==> src/rtl/rs_loader_pkg.sv <==
// rtl/rs_loader_pkg.sv - shared widths and FSM state type for the RS_RAM8 loader
package rs_loader_pkg;
  localparam int RS_WORD_W = 8;
  localparam int RS_ADDR_W = 8;

  typedef enum logic [1:0] {IDLE, LOAD, VERIFY, DRAIN} loader_state_t;
endpackage

==> src/rtl/rs_ram8_port_mux.sv <==
// rtl/rs_ram8_port_mux.sv - RAM port select between loader and core
// The core only sees the RAM while the loader is idle; otherwise its writes vanish and it reads zero.
module rs_ram8_port_mux
  import rs_loader_pkg::*;
(
  input  logic                 sel_loader,
  input  logic [RS_ADDR_W-1:0] ldr_addr,
  input  logic [RS_WORD_W-1:0] ldr_di,
  input  logic                 ldr_we,
  input  logic [RS_ADDR_W-1:0] core_addr,
  input  logic [RS_WORD_W-1:0] core_di,
  input  logic                 core_we,
  input  logic [RS_WORD_W-1:0] ram_do,
  output logic [RS_ADDR_W-1:0] ram_addr,
  output logic [RS_WORD_W-1:0] ram_di,
  output logic                 ram_we,
  output logic [RS_WORD_W-1:0] core_do
);
  always_comb begin
    ram_addr = core_addr;
    ram_di   = core_di;
    ram_we   = core_we;
    core_do  = ram_do;
    if (sel_loader) begin
      ram_addr = ldr_addr;
      ram_di   = ldr_di;
      ram_we   = ldr_we;
      core_do  = '0;
    end
  end
endmodule

==> src/rtl/rs_ram8_loader.sv <==
// rtl/rs_ram8_loader.sv - streams DEPTH bytes into RS_RAM8, reads them back and checks the sum
module rs_ram8_loader
  import rs_loader_pkg::*;
#(
  parameter int DEPTH      = 256,
  parameter int START_ADDR = 0
) (
  input  logic                 clk,
  input  logic                 rst,
  input  logic                 start,
  input  logic [RS_WORD_W-1:0] s_data,
  input  logic                 s_valid,
  output logic                 s_ready,
  output logic [RS_ADDR_W-1:0] ram_addr,
  output logic [RS_WORD_W-1:0] ram_di,
  output logic                 ram_we,
  input  logic [RS_WORD_W-1:0] ram_do,
  input  logic [RS_ADDR_W-1:0] core_addr,
  input  logic [RS_WORD_W-1:0] core_di,
  input  logic                 core_we,
  output logic [RS_WORD_W-1:0] core_do,
  output logic                 busy,
  output logic                 done,
  output logic                 err,
  output logic [RS_WORD_W-1:0] sum
);
  localparam logic [RS_ADDR_W-1:0] LAST = RS_ADDR_W'(DEPTH - 1);
  localparam logic [RS_ADDR_W-1:0] BASE = RS_ADDR_W'(START_ADDR);

  loader_state_t        state;
  logic [RS_ADDR_W-1:0] cnt;
  logic [RS_WORD_W-1:0] rsum;
  logic [RS_WORD_W-1:0] final_sum;
  logic [RS_ADDR_W-1:0] ldr_addr;
  logic                 ldr_we;

  // Address arithmetic is 8-bit so regions running past 0xFF wrap to 0x00.
  assign ldr_addr  = BASE + cnt;
  assign ldr_we    = (state == LOAD) && s_valid;
  assign s_ready   = (state == LOAD);
  assign busy      = (state != IDLE);
  assign final_sum = rsum + ram_do;

  rs_ram8_port_mux u_mux (
    .sel_loader (busy),
    .ldr_addr   (ldr_addr),
    .ldr_di     (s_data),
    .ldr_we     (ldr_we),
    .core_addr  (core_addr),
    .core_di    (core_di),
    .core_we    (core_we),
    .ram_do     (ram_do),
    .ram_addr   (ram_addr),
    .ram_di     (ram_di),
    .ram_we     (ram_we),
    .core_do    (core_do)
  );

  always_ff @(posedge clk or posedge rst) begin
    if (rst) begin
      state <= IDLE;
      cnt   <= '0;
      sum   <= '0;
      rsum  <= '0;
      done  <= 1'b0;
      err   <= 1'b0;
    end else begin
      case (state)
        IDLE: begin
          if (start) begin
            done  <= 1'b0;
            err   <= 1'b0;
            sum   <= '0;
            rsum  <= '0;
            cnt   <= '0;
            state <= LOAD;
          end
        end
        LOAD: begin
          if (s_valid) begin
            sum <= sum + s_data;
            if (cnt == LAST) begin
              cnt   <= '0;
              state <= VERIFY;
            end else begin
              cnt <= cnt + 1'b1;
            end
          end
        end
        VERIFY: begin
          // RAM read data lags the address by one cycle, so the first cycle has nothing to add.
          if (cnt != '0) rsum <= rsum + ram_do;
          cnt <= cnt + 1'b1;
          if (cnt == LAST) state <= DRAIN;
        end
        DRAIN: begin
          rsum  <= final_sum;
          err   <= (final_sum != sum);
          done  <= 1'b1;
          state <= IDLE;
        end
        default: state <= IDLE;
      endcase
    end
  end
endmodule

==> config.mk <==
export PLATFORM = sky130hd
export DESIGN_NAME = rs_ram8_loader
export DESIGN_NICKNAME = d
export VERILOG_FILES = /design/src/rtl/rs_loader_pkg.sv /design/src/rtl/rs_ram8_port_mux.sv /design/src/rtl/rs_ram8_loader.sv
export SDC_FILE = /design/constraint.sdc
export NUM_CORES = 1
export LEC_CHECK = 0
export BUFFER_PORTS_ARGS = -buffer_cell sky130_fd_sc_hd__buf_2
export CELL_PAD_IN_SITES_DETAIL_PLACEMENT = 2
export CELL_PAD_IN_SITES_GLOBAL_PLACEMENT = 2
export CORE_MARGIN = 8
export CORE_UTILIZATION = 32
export DETAILED_ROUTE_END_ITERATION = 12
export PLACE_DENSITY_LB_ADDON = 0.08
export SLEW_MARGIN = 20
export SYNTH_ARGS = -nofsm -noshare
export SYNTH_HDL_FRONTEND = slang
export SYNTH_SLANG_ARGS = --single-unit
==> constraint.sdc <==
create_clock -name clk -period 3.25 [get_ports clk]
set_input_delay 0.1625 -clock clk [delete_from_list [all_inputs] [get_ports clk]]
set_output_delay 0.1625 -clock clk [all_outputs]
set_load 0.01 [all_outputs]
### Word level (Yosys, flattened, before mapping)

Index checks and enable logic that the tools add are counted.

* flip-flop bits (word level): 28
* input bits: 37
* output and inout bits: 37

* add/subtract/negate cells: 3
* equal/unequal tests: 10
* multiplexer cells: 20
* reductions and logical operators: 13

Operators by type and width (count)
* 8-bit two-way mux: 8
* 8-bit one-hot mux with 3 select lines: 2
* 8-bit adder: 2
* 8-bit one-hot mux with 2 select lines: 1
* 3-bit AND reduction: 3
* 8-bit by 1-bit adder with 8-bit output, second input constant: 1
* 8-bit equality test, second input constant: 1
* 2-bit two-way mux: 4
* 2-bit != test, second input constant: 4
* 8-bit != test: 1
* 2-bit one-hot mux with 4 select lines: 1
* 8-bit nonzero test: 1
* 2-bit nonzero test: 3
* 3-bit nonzero test: 2
* 2-bit equality test, second input constant: 2
* 1-bit one-hot mux with 2 select lines: 2
* 4-bit AND reduction: 1
* 2-bit by 1-bit equality test with 1-bit output, second input constant: 1
* 2-bit zero test: 1
* 1-bit two-way mux: 2
* 2-bit by 1-bit != test with 1-bit output, second input constant: 1
* 2-bit AND reduction: 1
* 1-bit logical AND: 1

### Logic depth before layout (Yosys ltp)

* depth in word-level cells: 4
* depth in mapped cells: 10
* depth with buffers taken out: 8

### Modules after synthesis

From an unflattened synthesis, not the netlist that was laid out.

* cells, all modules: 259
* area total of the unflattened synthesis: 2502.4 µm²

By module, submodules not included
* rs_ram8_loader: instances 1, cells an instance 231, area an instance 2173.3 µm²
* rs_ram8_port_mux: instances 1, cells an instance 28, area an instance 329.1 µm²

### Least setup slack after synthesis

Ideal clock, no wire load.

* path kind: register -> register
* from: reg rsum[0]
* to: reg rsum[6]
* library setup time: 121 ps
* data arrival time: 1902 ps
* required time: 3129 ps
* slack: 1227 ps
* cell stages (with the launch flop): 9
* path buffers: 0
* period minus slack after synthesis: 2023 ps
* path through: dfrtp_1 ha_1 fa_1 a211o_1 o211ai_1 nand2b_1 a21oi_1 xnor2_1 a22o_1

* longest elaborated chain between the ends: 3

Ends and longest elaborated chain
* from (decl): line rs_ram8_loader.sv:32 `logic [RS_WORD_W-1:0] rsum;`
* from (signal assigned): line rs_ram8_loader.sv:92 `if (cnt != '0) rsum <= rsum + ram_do;`
* from (signal assigned): line rs_ram8_loader.sv:97 `rsum <= final_sum;`
* 8-bit adder *: line rs_ram8_loader.sv:42, rs_ram8_loader.sv:92
* 8-bit two-way mux: line rs_ram8_loader.sv:92
* 8-bit one-hot mux with 3 select lines *: line rs_ram8_loader.sv:68 `case (state)`

Every way passes the cells marked *; elsewhere a longest branch is shown, timed or not. The select of a mux whose other input is x is not followed.
A chain may end at the register's enable or synchronous reset.

### Final worst setup path

* from: reg rsum[0]
* to: reg err

* longest elaborated chain between the ends: 3

Ends and longest elaborated chain
* 8-bit adder: line rs_ram8_loader.sv:42 `assign final_sum = rsum + ram_do;`
* 8-bit != test: line rs_ram8_loader.sv:98 `err <= (final_sum != sum);`
* 1-bit one-hot mux with 2 select lines: line rs_ram8_loader.sv:68
* to (signal assigned): line rs_ram8_loader.sv:98
* to (decl): line rs_ram8_loader.sv:24 `output logic err,`

No other way between the ends.

==> metrics.cfg <==
[status]
outcome=finished clean

[cells_and_area]
nNetsFinal=392
diodes=0
areaGrowthSynthToFinish_pct=22.2
drive_gt1_share_pct=31.4
layout.cells.most_common_list=buf_2 (73), dfrtp_1 (28), nand2_1 (21), o21ai_0 (21), ha_1 (20)
final_common_cell=buf_2

[clock_network]
htreeDepth=1
clock_path_buffers=2
cts_setup_buffers=0
cts_resized=0
worstSkewPairLatency_ns=0.28
numCtsBuffers=3
cts_sinks=28
cts_tree=done
hold_buffers=1
clk_pin_slew_worst_paths_ns=0.10
root_buffer=clkbuf_8

[floorplan]
chipHeight_um=102
pin_count=74
core_area_sq_mm=0.00718
initial_core_util_pct=32.7
rows=31
die-area_sq_mm=0.0103
die_w_um=102

[logic_synthesis]
ys_types=48
ys_ff_latch=28
syn_avg_cell_area_sq_um=9.10
yosysSeqAreaShare_pct=29.8
synth_fp_nets=317
ys.warnings.count=0
syn_area_sq_mm=0.00235
synth_edf_count=0
synth-async-reset-ratio_pct=100
syn_inst=258
synthFlopType=dfrtp_1

[sta]
layout_setup_ws_ns=1.01
clock_skew_ns=0.00810
report.final.slew_viol_count=0
hold_slack_ns=0.272
setup_viol=0
setup_tns_ns=0
final_hold_viol_count=0
tightestPinTransition_ns=0.598
fin_crit_sh_pct=68.8
slew_headroom_pct=59.9
min_period_ns=2.24
fmax_ghz=0.447
rsz0062_at_grt=no

[critical_path]
worst-path-buf-inv=0
path_cells=ha_1 -> fa_1 -> xnor2_1 -> xnor2_1 -> a211oi_1 -> o2111ai_1 -> nor3_1 -> a31oi_1
ff2ff_setup_slack_ns=1.01
crit_top_cell=xnor2_1
cp_max_fo=3
path_delay_family=adder cells
worstPathArrival_ns=2.39
slowest_delay_ns=0.44
rr_endpoint=err$_DFFE_PP0P_
reg2reg_from=rsum[0]$_DFFE_PP0P_
reg2reg_depth=8
worstSetupPathType=flip-flop to flip-flop
cp_slowest_cell=fa_1
startpoint_type=flip-flop
crit_required_ns=3.40
critPathCaptureType=flip-flop
startpoint=rsum[0]$_DFFE_PP0P_

[drt]
drt_iter0_markers=19
antenna_left=0
route.detailed.drc=0
vias=2246
wl_per_cell_um=17.5
vias_per_cell=5.22
dr.pass1.iters=4
wirelength_um=7510

[hold_path]
hold_path.class=primary input to flip-flop
worstHoldEndpoint=done$_DFFE_PP0P_
hold_path_startpoint=start
worstHoldPathCells=4

[global_route]
grt_usage_pct=15.0
antenna_found_initial=0
grt-ovfl-total=0
grt_max_degree=34
grt_pass1_vias=2520
grt_pass1_wl_um=12400

[power_and_ir_drop]
ir_worst_vdd_mv=0.273
leakagePower_uw=0.00142
power.density_mw_per_mm2=887

[placement]
portBuffers=73
place_ws_ns=1.02
place_hpwl_um=6130
gp_congestion=0.794

[flow_run]
drv_cap=0

cell families (layout without fill, tap and decap cells):
family,Yosys count,after routing,share of synthesized area (%)
xor gates and xnor gates,18,18,6.71
buffers and inverters,17,90,3.41
DFF,28,28,29.8
AOI/OAI and AO/OA,72,72,20.5
and+or+nand+nor,84,84,19.1
adders and majority gates,22,22,12.4
muxes,17,17,8.04
state kept, by name, summed over array words and instances, names as in the netlist:
name   cells
cnt        8
done       1
err        1
rsum       8
state      2
sum        8
stage by stage:
stage,total power (uW),instance area (sq um),util (%),std cells
after floorplan,1830,2350,-,258
after global placement,2330,2820,39.3,426
after detailed placement,2390,2820,39.3,426
after CTS,2610,2870,40.0,430
after global routing,2790,2870,40.0,430
final,2550,2870,40.0,430
area by class of cell:
class | instances | area (sq um)
Multi-Input combinational cell | 213 | 1570
Sequential cell | 28 | 701
Clock buffer | 3 | 41.3
Inverter | 10 | 37.5
Tap cell | 99 | 124
Timing Repair Buffer | 77 | 398
Fill cell | 840 | 4310
worst max-delay path by stage:
stage                                endpoint  slack, ns  cells past startpoint
after floorplan           rsum[6]$_DFFE_PP0P_       1.23                      8
after global placement        err$_DFFE_PP0P_       1.14                      8
after detailed placement      err$_DFFE_PP0P_       1.02                      8
after CTS                     err$_DFFE_PP0P_       1.03                      8
after global routing          err$_DFFE_PP0P_       0.86                      8
final                         err$_DFFE_PP0P_       1.01                      8
synth_stat cells (3+ instances only):
library cell	number	area, sq um
o31ai_1	6	45.0
clkbuf_1	4	15.0
inv_1	10	37.5
nor3_1	6	30.0
xnor2_1	15	131
xor2_1	3	26.3
nor2_1	19	71.3
o21ai_0	21	105
a211o_1	3	26.3
and2_1	10	62.6
a21o_1	5	37.5
a22o_1	10	87.6
a21oi_1	13	65.1
dfrtp_1	28	701
nor4b_1	3	26.3
nand3_1	4	20.0
ha_1	20	250
nand2b_1	6	37.5
mux2_2	15	169
nand2_1	21	78.8
report_power, final:
part           leakage [uW]  switching [uW]  internal (uW)
sequential         0.000369             134            464
clock             0.0000216             114           83.4
combinational       0.00103             983            767
routing by layer:
layer | share of wire (%) | routed length [um] | vias up | global-route usage, %
met2 | 45 | 3400 | 54 | 24.6
met1 | 49 | 3680 | 1111 | 19.5
met3 | 4.6 | 348 | 4 | 3.16
met4 | 0.99 | 74 | 0 | 3.67
li1 | - | - | 1077 | -
met5 | 0 | 0 | - | 0
tightest hold or removal path, cell delays in order:
cell and delay, ns:
buf_2 0.13, nand2b_1 0.08, o21ai_0 0.08, a21oi_1 0.07
(Power assumes the default switching activity.)
